### src/rtl/laser_trigger_gen.sv
// laser_trigger_gen
// Programmable pulse-train generator for the laser trigger line. It emits
// pulses at a programmable period and high time, either as a finite burst
// or continuously. The new period and width can be staged in a shadow
// register and take effect at the next period boundary.
//
// Ports
//   Clk        system clock; all logic is in this domain
//   Reset      synchronous, active-high reset
//   Start      strobe; begins a train when idle and the Period/Width pair is valid
//   Stop       strobe; aborts a running train (wins over Start)
//   Reload     strobe; stages Period/Width for the next period boundary
//   Period     clocks per pulse period (>= 2)
//   Width      clocks of Trigger high (1 .. Period-1)
//   Burst      pulses per train, 0 = continuous
//   Trigger    registered laser trigger
//   Busy       high while a train is running
//   Done       one-cycle pulse when a burst completes normally
//   ConfigErr  one-cycle pulse when a Start or Reload is rejected
//   PulseCount pulses emitted since the last accepted Start
module laser_trigger_gen #(
  parameter int CLK_RATE = 50000000,
  parameter int CNT_W    = 32
) (
  input  logic             Clk,
  input  logic             Reset,
  input  logic             Start,
  input  logic             Stop,
  input  logic             Reload,
  input  logic [CNT_W-1:0] Period,
  input  logic [CNT_W-1:0] Width,
  input  logic [CNT_W-1:0] Burst,
  output logic             Trigger,
  output logic             Busy,
  output logic             Done,
  output logic             ConfigErr,
  output logic [CNT_W-1:0] PulseCount
);

  localparam logic [CNT_W-1:0] ZERO = {CNT_W{1'b0}};
  localparam logic [CNT_W-1:0] ONE  = {{(CNT_W-1){1'b0}}, 1'b1};

  // CLK_RATE only documents the clock the pulse timing is referenced to;
  // this empty block exists solely to anchor it, it generates no hardware.
  if (CLK_RATE < 1) begin : g_clk_rate_unset
  end

  typedef enum logic {
    ST_IDLE = 1'b0,
    ST_RUN  = 1'b1
  } state_t;

  // Period >= 2 and 1 <= width < period, unsigned compares only.
  function automatic logic pair_valid(input logic [CNT_W-1:0] per,
                                      input logic [CNT_W-1:0] wid);
    return (per > ONE) && (wid != ZERO) && (wid < per);
  endfunction

  state_t           state_r, state_s;
  logic [CNT_W-1:0] ph_r,    ph_s;     // phase within the current period
  logic [CNT_W-1:0] p_r,     p_s;      // active period
  logic [CNT_W-1:0] w_r,     w_s;      // active width
  logic [CNT_W-1:0] b_r,     b_s;      // burst target
  logic [CNT_W-1:0] ps_r,    ps_s;     // shadow period
  logic [CNT_W-1:0] ws_r,    ws_s;     // shadow width
  logic             pend_r,  pend_s;   // shadow waiting for a boundary
  logic             trig_r,  trig_s;
  logic             busy_r,  busy_s;
  logic             done_r,  done_s;
  logic             cerr_r,  cerr_s;
  logic [CNT_W-1:0] cnt_r,   cnt_s;
  logic             pair_ok_s;

  // State and datapath registers; Reset overrides every other input.
  always_ff @(posedge Clk) begin
    if (Reset) begin
      state_r <= ST_IDLE;
      ph_r    <= ZERO;
      p_r     <= ZERO;
      w_r     <= ZERO;
      b_r     <= ZERO;
      ps_r    <= ZERO;
      ws_r    <= ZERO;
      pend_r  <= 1'b0;
      trig_r  <= 1'b0;
      busy_r  <= 1'b0;
      done_r  <= 1'b0;
      cerr_r  <= 1'b0;
      cnt_r   <= ZERO;
    end else begin
      state_r <= state_s;
      ph_r    <= ph_s;
      p_r     <= p_s;
      w_r     <= w_s;
      b_r     <= b_s;
      ps_r    <= ps_s;
      ws_r    <= ws_s;
      pend_r  <= pend_s;
      trig_r  <= trig_s;
      busy_r  <= busy_s;
      done_r  <= done_s;
      cerr_r  <= cerr_s;
      cnt_r   <= cnt_s;
    end
  end

  // Next-state, datapath and output decode.
  always_comb begin
    state_s   = state_r;
    ph_s      = ph_r;
    p_s       = p_r;
    w_s       = w_r;
    b_s       = b_r;
    ps_s      = ps_r;
    ws_s      = ws_r;
    pend_s    = pend_r;
    trig_s    = trig_r;
    cnt_s     = cnt_r;
    done_s    = 1'b0;
    cerr_s    = 1'b0;
    pair_ok_s = pair_valid(Period, Width);

    case (state_r)
      ST_IDLE: begin
        trig_s = 1'b0;
        if (Start && !Stop) begin
          if (pair_ok_s) begin
            // Start latches its own inputs, so any staged reload is dropped.
            p_s     = Period;
            w_s     = Width;
            b_s     = Burst;
            ph_s    = ZERO;
            trig_s  = 1'b1;
            cnt_s   = ONE;
            pend_s  = 1'b0;
            state_s = ST_RUN;
          end else begin
            cerr_s = 1'b1;
          end
        end else begin
          state_s = ST_IDLE;
        end
      end

      ST_RUN: begin
        if (Stop) begin
          trig_s  = 1'b0;
          pend_s  = 1'b0;
          state_s = ST_IDLE;
        end else if (ph_r < (p_r - ONE)) begin
          ph_s   = ph_r + ONE;
          trig_s = (ph_r + ONE) < w_r;
        end else if ((b_r != ZERO) && (cnt_r == b_r)) begin
          trig_s  = 1'b0;
          done_s  = 1'b1;
          state_s = ST_IDLE;
        end else begin
          // Period boundary: next pulse starts; in continuous mode the
          // count simply wraps.
          ph_s   = ZERO;
          trig_s = 1'b1;
          cnt_s  = cnt_r + ONE;
          if (pend_r) begin
            p_s    = ps_r;
            w_s    = ws_r;
            pend_s = 1'b0;
          end else begin
            pend_s = 1'b0;
          end
        end
      end

      default: begin
        trig_s  = 1'b0;
        state_s = ST_IDLE;
      end
    endcase

    // Reload is evaluated last so a Reload landing on a boundary cycle
    // stages the new shadow for the following boundary.
    if (Reload) begin
      if (pair_ok_s) begin
        ps_s   = Period;
        ws_s   = Width;
        pend_s = 1'b1;
      end else begin
        cerr_s = 1'b1;
      end
    end else begin
      ps_s = ps_s;
    end

    busy_s = (state_s == ST_RUN);
  end

  assign Trigger    = trig_r;
  assign Busy       = busy_r;
  assign Done       = done_r;
  assign ConfigErr  = cerr_r;
  assign PulseCount = cnt_r;

endmodule

### config.mk
export PLATFORM = sky130hd
export DESIGN_NAME = laser_trigger_gen
export DESIGN_NICKNAME = d
export VERILOG_FILES = /design/src/rtl/laser_trigger_gen.sv
export SDC_FILE = /design/constraint.sdc
export NUM_CORES = 1
export LEC_CHECK = 0
export CAP_MARGIN = 20
export CORE_UTILIZATION = 58
export DETAILED_ROUTE_END_ITERATION = 6
export GPL_TIMING_DRIVEN = 0
export PLACE_DENSITY = 0.85
export SLEW_MARGIN = 30
export SYNTH_ARGS = -nofsm -noshare
export SYNTH_HDL_FRONTEND = slang
export SYNTH_SLANG_ARGS = --single-unit
### constraint.sdc
create_clock -name Clk -period 5.6 [get_ports Clk]
set_input_delay 0.56 -clock Clk [delete_from_list [all_inputs] [get_ports Clk]]
set_output_delay 0.56 -clock Clk [all_outputs]
set_load 0.005 [all_outputs]
==> results of run 1 <==
power groups by stage:
stage	combinational (mW)	clock, mW	sequential, mW
CTS	0.755	1.62	1.77
global placement	0.707	0	1.80
finish	0.780	1.62	1.78
floorplan	0.492	0	1.79
detailed placement	0.736	0	1.81
global route	0.852	1.70	1.78
worst max-delay path: stages (launching register included):
cell and delay (ps):
dfxtp_2 350, or3_4 400, or3b_4 420, nand2b_4 170, or4_4 460, or3_1 320, buf_2 170, or3_4 340
nor2_2 100, xnor2_1 100, ha_1 290, nand4_1 190, nor3_4 280, o211ai_1 230, a31oi_4 320, o211a_4 240
a22o_1 180, clkbuf_4 230, buf_2 270, nor2_1 70, a211oi_1 230
registers in the layout, indices dropped and copies added, names as in the netlist:
register / count
Trigger: 1
Done: 1
ps_r: 32
PulseCount: 32
p_r: 32
w_r: 32
b_r: 32
ConfigErr: 1
Busy: 1
ws_r: 32
ph_r: 32
pend_r: 1
how the worst max path moves through the flow:
| stage | endpoint | cells after the start | start | slack [ps] |
|---|---|---|---|---|
| detailed placement | w_r[25]$_SDFFE_PP0P_ | 19 | p_r[2]$_SDFFE_PP0P_ | -1470 |
| global placement | w_r[27]$_SDFFE_PP0P_ | 19 | p_r[2]$_SDFFE_PP0P_ | -1300 |
| finish | p_r[1]$_SDFFE_PP0P_ | 20 | p_r[2]$_SDFFE_PP0P_ | 150 |
| global route | w_r[17]$_SDFFE_PP0P_ | 20 | p_r[2]$_SDFFE_PP0P_ | -20 |
| CTS | PulseCount[30]$_SDFFE_PP0P_ | 19 | p_r[2]$_SDFFE_PP0P_ | 40 |
| floorplan | PulseCount[25]$_SDFFE_PP0P_ | 20 | p_r[2]$_SDFFE_PP0P_ | 420 |
per-layer routing:
metal  share of wire (%)  GRT usage (%)
met3                 8.4           5.60
met4                 3.5           12.2
met2                  45           52.4
met1                  43           42.7
met5                   0              0
Yosys cell counts (all sizes together), types with 2 or more instances:
library cell / count
dfxtp: 229
nor2: 178
nand2: 150
mux2i: 139
ha: 96
a21oi: 95
inv: 72
a211oi: 69
clkbuf: 58
o21ai: 58
xor2: 52
xnor2: 44
nand3: 40
nor4: 40
or3: 34
nand4: 29
and2: 20
a21o: 19
nor3: 19
buf: 17
o31ai: 16
and3: 12
or4: 9
nand2b: 5
nor2b: 5
a31oi: 3
and4: 3
nor3b: 3
o211ai: 3
o21a: 3
or2: 3
a2111oi: 2
a221oi: 2
nand3b: 2
per-stage QoR:
step           setup TNS, ps  hold slack, ps  worst slack (ps)  power (mW)  instance area [µm²]
6_report                   0             486               151        4.18                15600
5_1_grt                 -115             502             -21.7        4.33                15600
4_1_cts                    0             484              41.7        4.15                15500
3_5_place_dp         -157520             476             -1470        2.54                14600
3_3_place_gp         -137710             472             -1300        2.51                14600
2_1_floorplan              0             452               416        2.28                12900
cell type report:
class	instances	area share [%]
plain buffers	74	2.08
clock buffers	40	4.82
clock inverters	5	0.345
inverters	72	1.73
multi-input cells	1162	50.4
flip-flops and latches	229	29.4
well taps	280	2.24
repair buffers	143	9.05
cells by family after synthesis:
family | count (synthesis) | synth area share, %
buffers and inverters | 147 | 4.40
xor gates and xnor gates | 96 | 6.50
and+or+nand+nor | 553 | 20.3
adders and majority gates | 96 | 9.29
DFF | 229 | 35.5
AOI/OAI and AO/OA | 278 | 13.3
muxes | 139 | 10.8
what timing repair did:
action,CTS,global route
setup buffers,3,4
pin swaps,3,5
gates cloned,0,0
endpoints found under the setup margin,131,119
resized for setup,14,31
hold buffers,0,0
==> impl_results.md, run 1 <==
- Status: finished clean
- Final Critical Period: ~5400 ps
- Post-Synthesis Cell Area: 0.0129 mm²
- Starting density of the core: about three fifths
- Sequential cell area: approximately 0.0046 mm²
- Crit end category: flop
- Clock Sink Count: between 200 and 250
- CTS max path bufs: 3
- Internal power: roughly 3 mW
- Cell Count, Final, Fillers Out: ~2000
- Final Cycle Share: a little under 100%
- Initial antenna violation count: 0
- DIE WIDTH: between 150 and 200 µm
- CTS tree: built
- Depth of the most critical reg-to-reg path: 20
- Synth Flop Type: dfxtp_1
- Startpoint Class: flop
- Util after Layout: 71.6%
- Library cells used by synthesis: 50
- Wirelength, routed: 37.4 mm
- Post-synth ARST share: 0%
- Io pins: 137
- Vias per cell: 6.07
- RSZ-0062 raised after global routing: yes
- Initial DRC Count: ~1000
- Post-route ant nets: 0
- Largest net degree at the start of global routing: 13
- CP max FO: 10
- Core ar.: approximately 0.022 mm²
- Multi-input gate area: 0.00787 mm²
- Drt pass-1 iters: 6
- Commonest cells after routing, fill and taps aside: dfxtp_1 (228), nor2_1 (176), nand2_1 (150)
- Pwr dens: 268 mW/mm²
- Sw Share: about 28%
- DR vias: approximately 12000
- Placed cell count: 1954
- HPWL after detailed placement: about 28 mm
- Inserted Diodes: 0
- Max VDD drop: between 0.2 and 0.3 mV
- Clk_lat worst skew: 540 ps
- Clock network power share: roughly two fifths
- WHS Endpoint: b_r[13]$_SDFFE_PP0P_
- Synthesis Warnings: 0
- GPL Wtd Cong: roughly 1
- FF-to-FF setup slack: ~150 ps
- TritonCTS Buffers: 25
- Grt ovf: 0
- Final Skew: approximately 23 ps
- Net count after synthesis: 1735
- Switching power: between 1 and 1.5 mW
- Share of post-route cells with drive strength above 1: between 5 and 6%
- Synth top area share: a little over a third
- Fmax: about 180 MHz
- Std cell rows: between 50 and 60
- H-tree levels: 1
- WS Path Type: flop to flop
- Seq pwr share: 42.5%
- Seq cells post-synth: ~230
- Max-slew headroom: around 30%
- Total of max-cap violations: 0
- First-pass GRT wire length: just under 60 mm
- Vias in the first global route: between 10000 and 15000
- GRT Overall Usage: between 30% and 40%
- Post-synth EDFFs: 0
- # fillers: roughly 1600
- Leading area contributor after synthesis: dfxtp_1
- Worst EP arrival: 5870 ps
- Reg-to-Reg Start: p_r[2]$_SDFFE_PP0P_
- Hold Crit Class: flop to flop
- Static Leak: between 6 and 7 nW
- Post-route DRC violation count: 0
- R2r endpoint: p_r[1]$_SDFFE_PP0P_
- Average size of a mapped cell: between 8 and 9 µm²
- Most common cell after layout, fill and taps aside: dfxtp_1
- Area Overhead vs Synth: 20.8%
- Clock Root Buffer: clkbuf_16
- Die ar.: between 0.02 and 0.025 mm²
- Reg clk slew, reported paths: approximately 60 ps
- Register area share after synthesis: 35.5%
- Synthesized instance count: about 1500
- Combinational share of power: a little under a fifth
- Slew Limit Fails: 0
- Port-buffer cells: about 140
- Worst Hold Depth: 2
- Worst-margin pin slew: about 1000 ps
- Die Y: approximately 150 µm
- Final Hold Fails: 0
- Per-cell routed wire length: 18.6 µm
- Dominant cells by area after synthesis: dfxtp_1 (35%), mux2i_1 (11%), ha_1 (9.3%), nor2_1 (5.1%), nand2_1 (4.4%)
- Hold path startpoint: b_r[13]$_SDFFE_PP0P_
- Setup violations, final: 0
- Nets: 1904
- CP required: roughly 6000 ps
Power figures use the tool's default switching activity.
==> run 2, diff against run 1 <==
--- a/config.mk
+++ b/config.mk
@@ -5,7 +5,7 @@
 export SDC_FILE = /design/constraint.sdc
 export NUM_CORES = 1
 export LEC_CHECK = 0
-export CAP_MARGIN = 20
+export ABC_CLOCK_PERIOD_IN_PS = 5600
 export CORE_UTILIZATION = 58
 export DETAILED_ROUTE_END_ITERATION = 6
 export GPL_TIMING_DRIVEN = 0
==> results of run 2 <==
No change in the layout: final DEF, timing and power equal those of run 1.
==> run 3, diff against run 2 <==
--- a/config.mk
+++ b/config.mk
@@ -5,11 +5,12 @@
 export SDC_FILE = /design/constraint.sdc
 export NUM_CORES = 1
 export LEC_CHECK = 0
-export ABC_CLOCK_PERIOD_IN_PS = 5600
+export ABC_CLOCK_PERIOD_IN_PS = 6000
 export CORE_UTILIZATION = 58
 export DETAILED_ROUTE_END_ITERATION = 6
 export GPL_TIMING_DRIVEN = 0
 export PLACE_DENSITY = 0.85
+export SETUP_SLACK_MARGIN = 0.15
 export SLEW_MARGIN = 30
 export SYNTH_ARGS = -nofsm -noshare
 export SYNTH_HDL_FRONTEND = slang
==> constraint.sdc (replaced) <==
create_clock -name Clk -period 6 [get_ports Clk]
set_input_delay 0.6 -clock Clk [delete_from_list [all_inputs] [get_ports Clk]]
set_output_delay 0.6 -clock Clk [all_outputs]
set_load 0.005 [all_outputs]
==> run 3 against run 2 <==
  * The run now ends with design-rule violations left
  * Core utilization shrank 0.17 points
  * Register-to-register slack improved by 230 ps
  * Die area unchanged
  * Largest power group unchanged
==> impl_results.md, run 3 (synthesized netlist as in run 1, its figures left out) <==
- Met1 Use GR: between 40% and 50%
- Hold Crit Class: flop to flop
- Status: finished with violations
- Std cell rows: 54
- CTS max path bufs: 3
- CP Launch Point: p_r[2]$_SDFFE_PP0P_
- Port-buffer cells: between 100 and 150
- Slew Limit Fails: 0
- H-tree levels: 1
- Post-route DRC violation count: 3
- Io pins: ~140
- Clock Sink Count: around 230
- CP max FO: 10
- Core ar.: 0.0218 mm²
- Pwr dens: between 200 and 300 mW/mm²
- First-pass GRT wire length: approximately 58 mm
- Depth of the most critical reg-to-reg path: 20
- DIE WIDTH: 151 µm
- Initial DRC Count: 1127
- Grt met2 use: 52.4%
- Most Used Layer, Global Route: met2
- Static Leak: between 6 and 7 nW
- Vias in the first global route: ~11000
- Placed Instance Area: between 0.01 and 0.015 mm²
- Reg clk slew, reported paths: roughly 60 ps
- Crit end category: flop
- DR vias: roughly 12000
- Final Cycle Share: between 90 and 100%
- Final Hold Fails: 0
- Area Overhead vs Synth: 20.5%
- Internal power: roughly 2.8 mW
- Grt met3 use: approximately 6.0%
- Die Y: roughly 150 µm
- Sw Share: between 20% and 30%
- Placed cell count: just under 2000
- Pwr Total: slightly below 4 mW
- Wirelength, routed: between 30 and 40 mm
- GPL Wtd Cong: roughly 1
- Total of max-cap violations: 0
- Clock Root Buffer: clkbuf_16
- CTS tree: built
- RSZ-0062 raised after global routing: yes
- Startpoint Class: flop
- Fmax: around 180 MHz
- Largest net degree at the start of global routing: 13
- Reg-to-Reg Start: p_r[2]$_SDFFE_PP0P_
- Seq pwr share: between 40% and 50%
- Commonest cells after routing, fill and taps aside: dfxtp_1 (229), nor2_1 (176), nand2_1 (150)
- Drt pass-1 iters: 7
- Nets: roughly 1900
- Grt ovf: 0
- Max-slew headroom: 29.7%
- CP required: about 6400 ps
- GRT Overall Usage: between 30% and 40%
- TritonCTS Buffers: 25
- Hold path startpoint: b_r[14]$_SDFFE_PP0P_
- Failing checks: design-rule violations
- Most common cell after layout, fill and taps aside: dfxtp_1
- Inserted Diodes: 0
- Cell Count, Final, Fillers Out: roughly 2000
- R2r endpoint: ph_r[7]$_SDFFE_PP0P_
- Post-route ant nets: 0
- Worst-margin pin slew: roughly 1000 ps
- Share of post-route cells with drive strength above 1: just under 5%
- Worst EP arrival: between 6000 and 7000 ps
- Clock network power share: about two fifths
- Final Skew: roughly 24 ps
- Initial antenna violation count: 0
- FF-to-FF setup slack: around 380 ps
- Finished Cell Area: approximately 0.016 mm²
- Combinational share of power: a little under a fifth
- Final Critical Period: ~5600 ps
- Max VDD drop: 0.255 mV
- Vias per cell: just over 6
- Switching power: 1.09 mW
- Per-cell routed wire length: between 15 and 20 µm
- WHS Endpoint: b_r[14]$_SDFFE_PP0P_
- Clk_lat worst skew: around 540 ps
- Setup violations, final: 0
- Die ar.: roughly 0.023 mm²
- # fillers: ~1600
- WS Path Type: flop to flop
- HPWL after detailed placement: 28.4 mm
- Starting density of the core: roughly three fifths
- Worst Hold Depth: 2
## run 3: layer usage
layer	vias up	part of all wire (%)
met5	-	0
met4	0	3.5
met3	83	8.7
met2	524	45
met1	5760	42
li1	5794	-
## run 3: layout make-up
type | count | area, µm² | area share [%]
Inverter | 72 | 270 | 1.73
Buffer | 75 | 328 | 2.10
Sequential cell | 229 | 4580 | 29.4
Clock buffer | 40 | 752 | 4.83
Clock inverter | 5 | 53.8 | 0.345
Multi-Input combinational cell | 1162 | 7840 | 50.3
Tap cell | 280 | 350 | 2.25
Timing Repair Buffer | 141 | 1400 | 8.98
## run 3: repair_timing
item                                    CTS  global route
resized for setup                        12            22
pin swaps                                 1             2
setup buffers                             4             1
hold buffers                              0             0
endpoints found under the setup margin  130           119
## run 3: how the worst max path moves through the flow
| stage | slack [ps] | depth (start not counted) | endpoint |
|---|---|---|---|
| finish | 380 | 20 | ph_r[7]$_SDFFE_PP0P_ |
| global route | 150 | 21 | ph_r[15]$_SDFFE_PP0P_ |
| CTS | 220 | 20 | PulseCount[30]$_SDFFE_PP0P_ |
| detailed placement | -1070 | 19 | w_r[25]$_SDFFE_PP0P_ |
| global placement | -900 | 19 | w_r[27]$_SDFFE_PP0P_ |
| floorplan | 820 | 20 | PulseCount[25]$_SDFFE_PP0P_ |
## run 3: metrics by stage
| step | setup slack, ps | utilization [%] | hold WS [ps] | setup TNS (ps) |
|---|---|---|---|---|
| floorplan | 816 | - | 452 | 0 |
| global placement | -899 | 67.1 | 472 | -86360 |
| detailed placement | -1070 | 67.1 | 476 | -105650 |
| CTS | 222 | 71.1 | 484 | 0 |
| global route | 147 | 71.4 | 502 | 0 |
| finish | 382 | 71.4 | 482 | 0 |
## run 3: power by group through the flow
stage               clock network (mW)  registers (mW)  logic (mW)
global placement                     0            1.68       0.660
detailed placement                   0            1.69       0.687
CTS                               1.51            1.65       0.704
floorplan                            0            1.67       0.459
global route                      1.59            1.66       0.792
finish                            1.52            1.66       0.724
## run 3: worst max-delay path: stages, from the launching register on
cell and delay (ps):
dfxtp_1 350, or3_1 430, or3b_4 430, nand2b_4 170
or4_4 460, or3_1 320, buf_2 170, or3_4 340
nor2_2 100, xnor2_1 90, ha_1 300, nand4_1 190
nor3_4 240, o211ai_1 230, a31oi_4 280, buf_4 180
o21ai_0 150, a221oi_2 530, clkbuf_2 330, o21ai_0 130
o31ai_1 90
==> RTL change (config.mk and constraints of run 3) <==
The parameter `CNT_W` goes from 32 to 64.
--- a/src/rtl/laser_trigger_gen.sv
+++ b/src/rtl/laser_trigger_gen.sv
@@ -20,7 +20,7 @@
 //   PulseCount pulses emitted since the last accepted Start
 module laser_trigger_gen #(
   parameter int CLK_RATE = 50000000,
-  parameter int CNT_W    = 32
+  parameter int CNT_W    = 64
 ) (
   input  logic             Clk,
   input  logic             Reset,
Ports: changed (resized Burst, Period, PulseCount and Width); port bits go from 137 to 265. No check against the original RTL was run, so the function may have changed too.
==> RTL change against run 3 <==
Area after synthesis is 99% higher; setup slack worse by 83 ps; global-route usage is 8.4 points higher; critical path depth is 1 lower; routed wire length grew to 2.5 times the old value; combinational power is 98% higher; fmax is 1.5% lower; design area is 100% higher; sequential cell count is 224 higher; the run still ends with DRC left; worst hold slack better by 3.7 ps; sequential power is 98% higher; power is 110% higher.
==> RTL change: results (changes against run 3) <==
* DRC violation count after routing at 9 (was 3)
* Compound-gate portion of the synthesized area at 0.141 (was 0.133)
* Non-clk buf share at 0.111 (about the same)
* Syn Nets at 3428 (was 1735)
* Fraction of final layout cells sized beyond drive strength 1 at 0.0588 (was 0.0481)
* Total length of routed met2 wires at 39.4 mm (was 16.9 mm)
* Multiplexer fraction of the synthesized cell area at 0.0998 (was 0.108)
* Overall fraction of global-route tracks in use at 0.407 (was 0.323)
* Cell count of the worst reg-to-reg path at 19 (was 20)
* Worst-margin pin slew at 1030 ps (was 1050 ps)
* Number of multi-input logic gates at 2276 (was 1162)
* Biggest area contributors in the synthesized netlist: sky130_fd_sc_hd__dfxtp_1, sky130_fd_sc_hd__mux2i_1, sky130_fd_sc_hd__ha_1 (unchanged)
* Clock buf count at 70 (was 40)
* VDD IR-drop max at 202 µV (was 255 µV)
* Final weighted congestion in routability-driven placement at 0.997 (was 0.981)
* DRC marker count from the first detailed-route iteration at 2902 (was 1127)
* Post-layout net count at 3754 (was 1903)
* Instance count after placement with tap cells included at 3889 (was 1954)
* Final-layout fill cell count at 3407 (was 1628)
* Outcome: complete, but fails checks (unchanged)
* Port buffer count at 264 (was 136)
* Number of library cell types mapped by synthesis at 67 (was 50)
* Xor-xnor portion of the synthesized cell area at 0.0670 (was 0.0650)
* Number of global-route vias before repair at 24200 (was 11300)
* Capture point of the critical path: p_r[4] (was ph_r[7])
* Non-clock buffer count in the final layout at 438 (was 216)
* Met1 wire length at 40.1 mm (was 15.8 mm)
* Max Clock Freq at 0.175 GHz (was 0.178 GHz)
* Launching element of the worst setup path: p_r[48] (was p_r[2])
* Fraction of area in clock buffers and inverters at 0.0557 (was 0.0517)
* Violated checks: DRC (unchanged)
* Antenna Diode Count at 3 (was 0)
* Biggest cell delay along the critical path at 570 ps (was 530 ps)
* Tightest hold margin at 485 ps (was 482 ps)
* Total of flip-flops plus latches after synthesis at 453 (was 229)
-- RTL change: changes by cell type after synthesis, sizes merged, moves of 65 or more --
cell           run 3  this run
xnor2             44       118
mux2i            139       257
nand2            150       251
a211oi            69       134
dfxtp            229       453
ha                96       192
nor2             178       339
a21oi             95       204
inv               72       147
clkbuf            58       138
-- RTL change: power by group --
part / switching [mW] / total, mW / leakage, nW / internal [mW]
sequential: 0.125 / 3.28 / 3.69 / 3.15
clock: 1.33 / 3.31 / 0.853 / 1.98
combinational: 0.840 / 1.43 / 8.08 / 0.592
total: 2.29 / 8.02 / 12.6 / 5.73
-- RTL change: what timing repair did --
item	CTS	global route
endpoints found under the hold margin	0	0
resized for setup	58	56
endpoints found under the setup margin	256	238
hold buffers	0	0
setup buffers	6	3
gates cloned	0	0
pin swaps	3	3
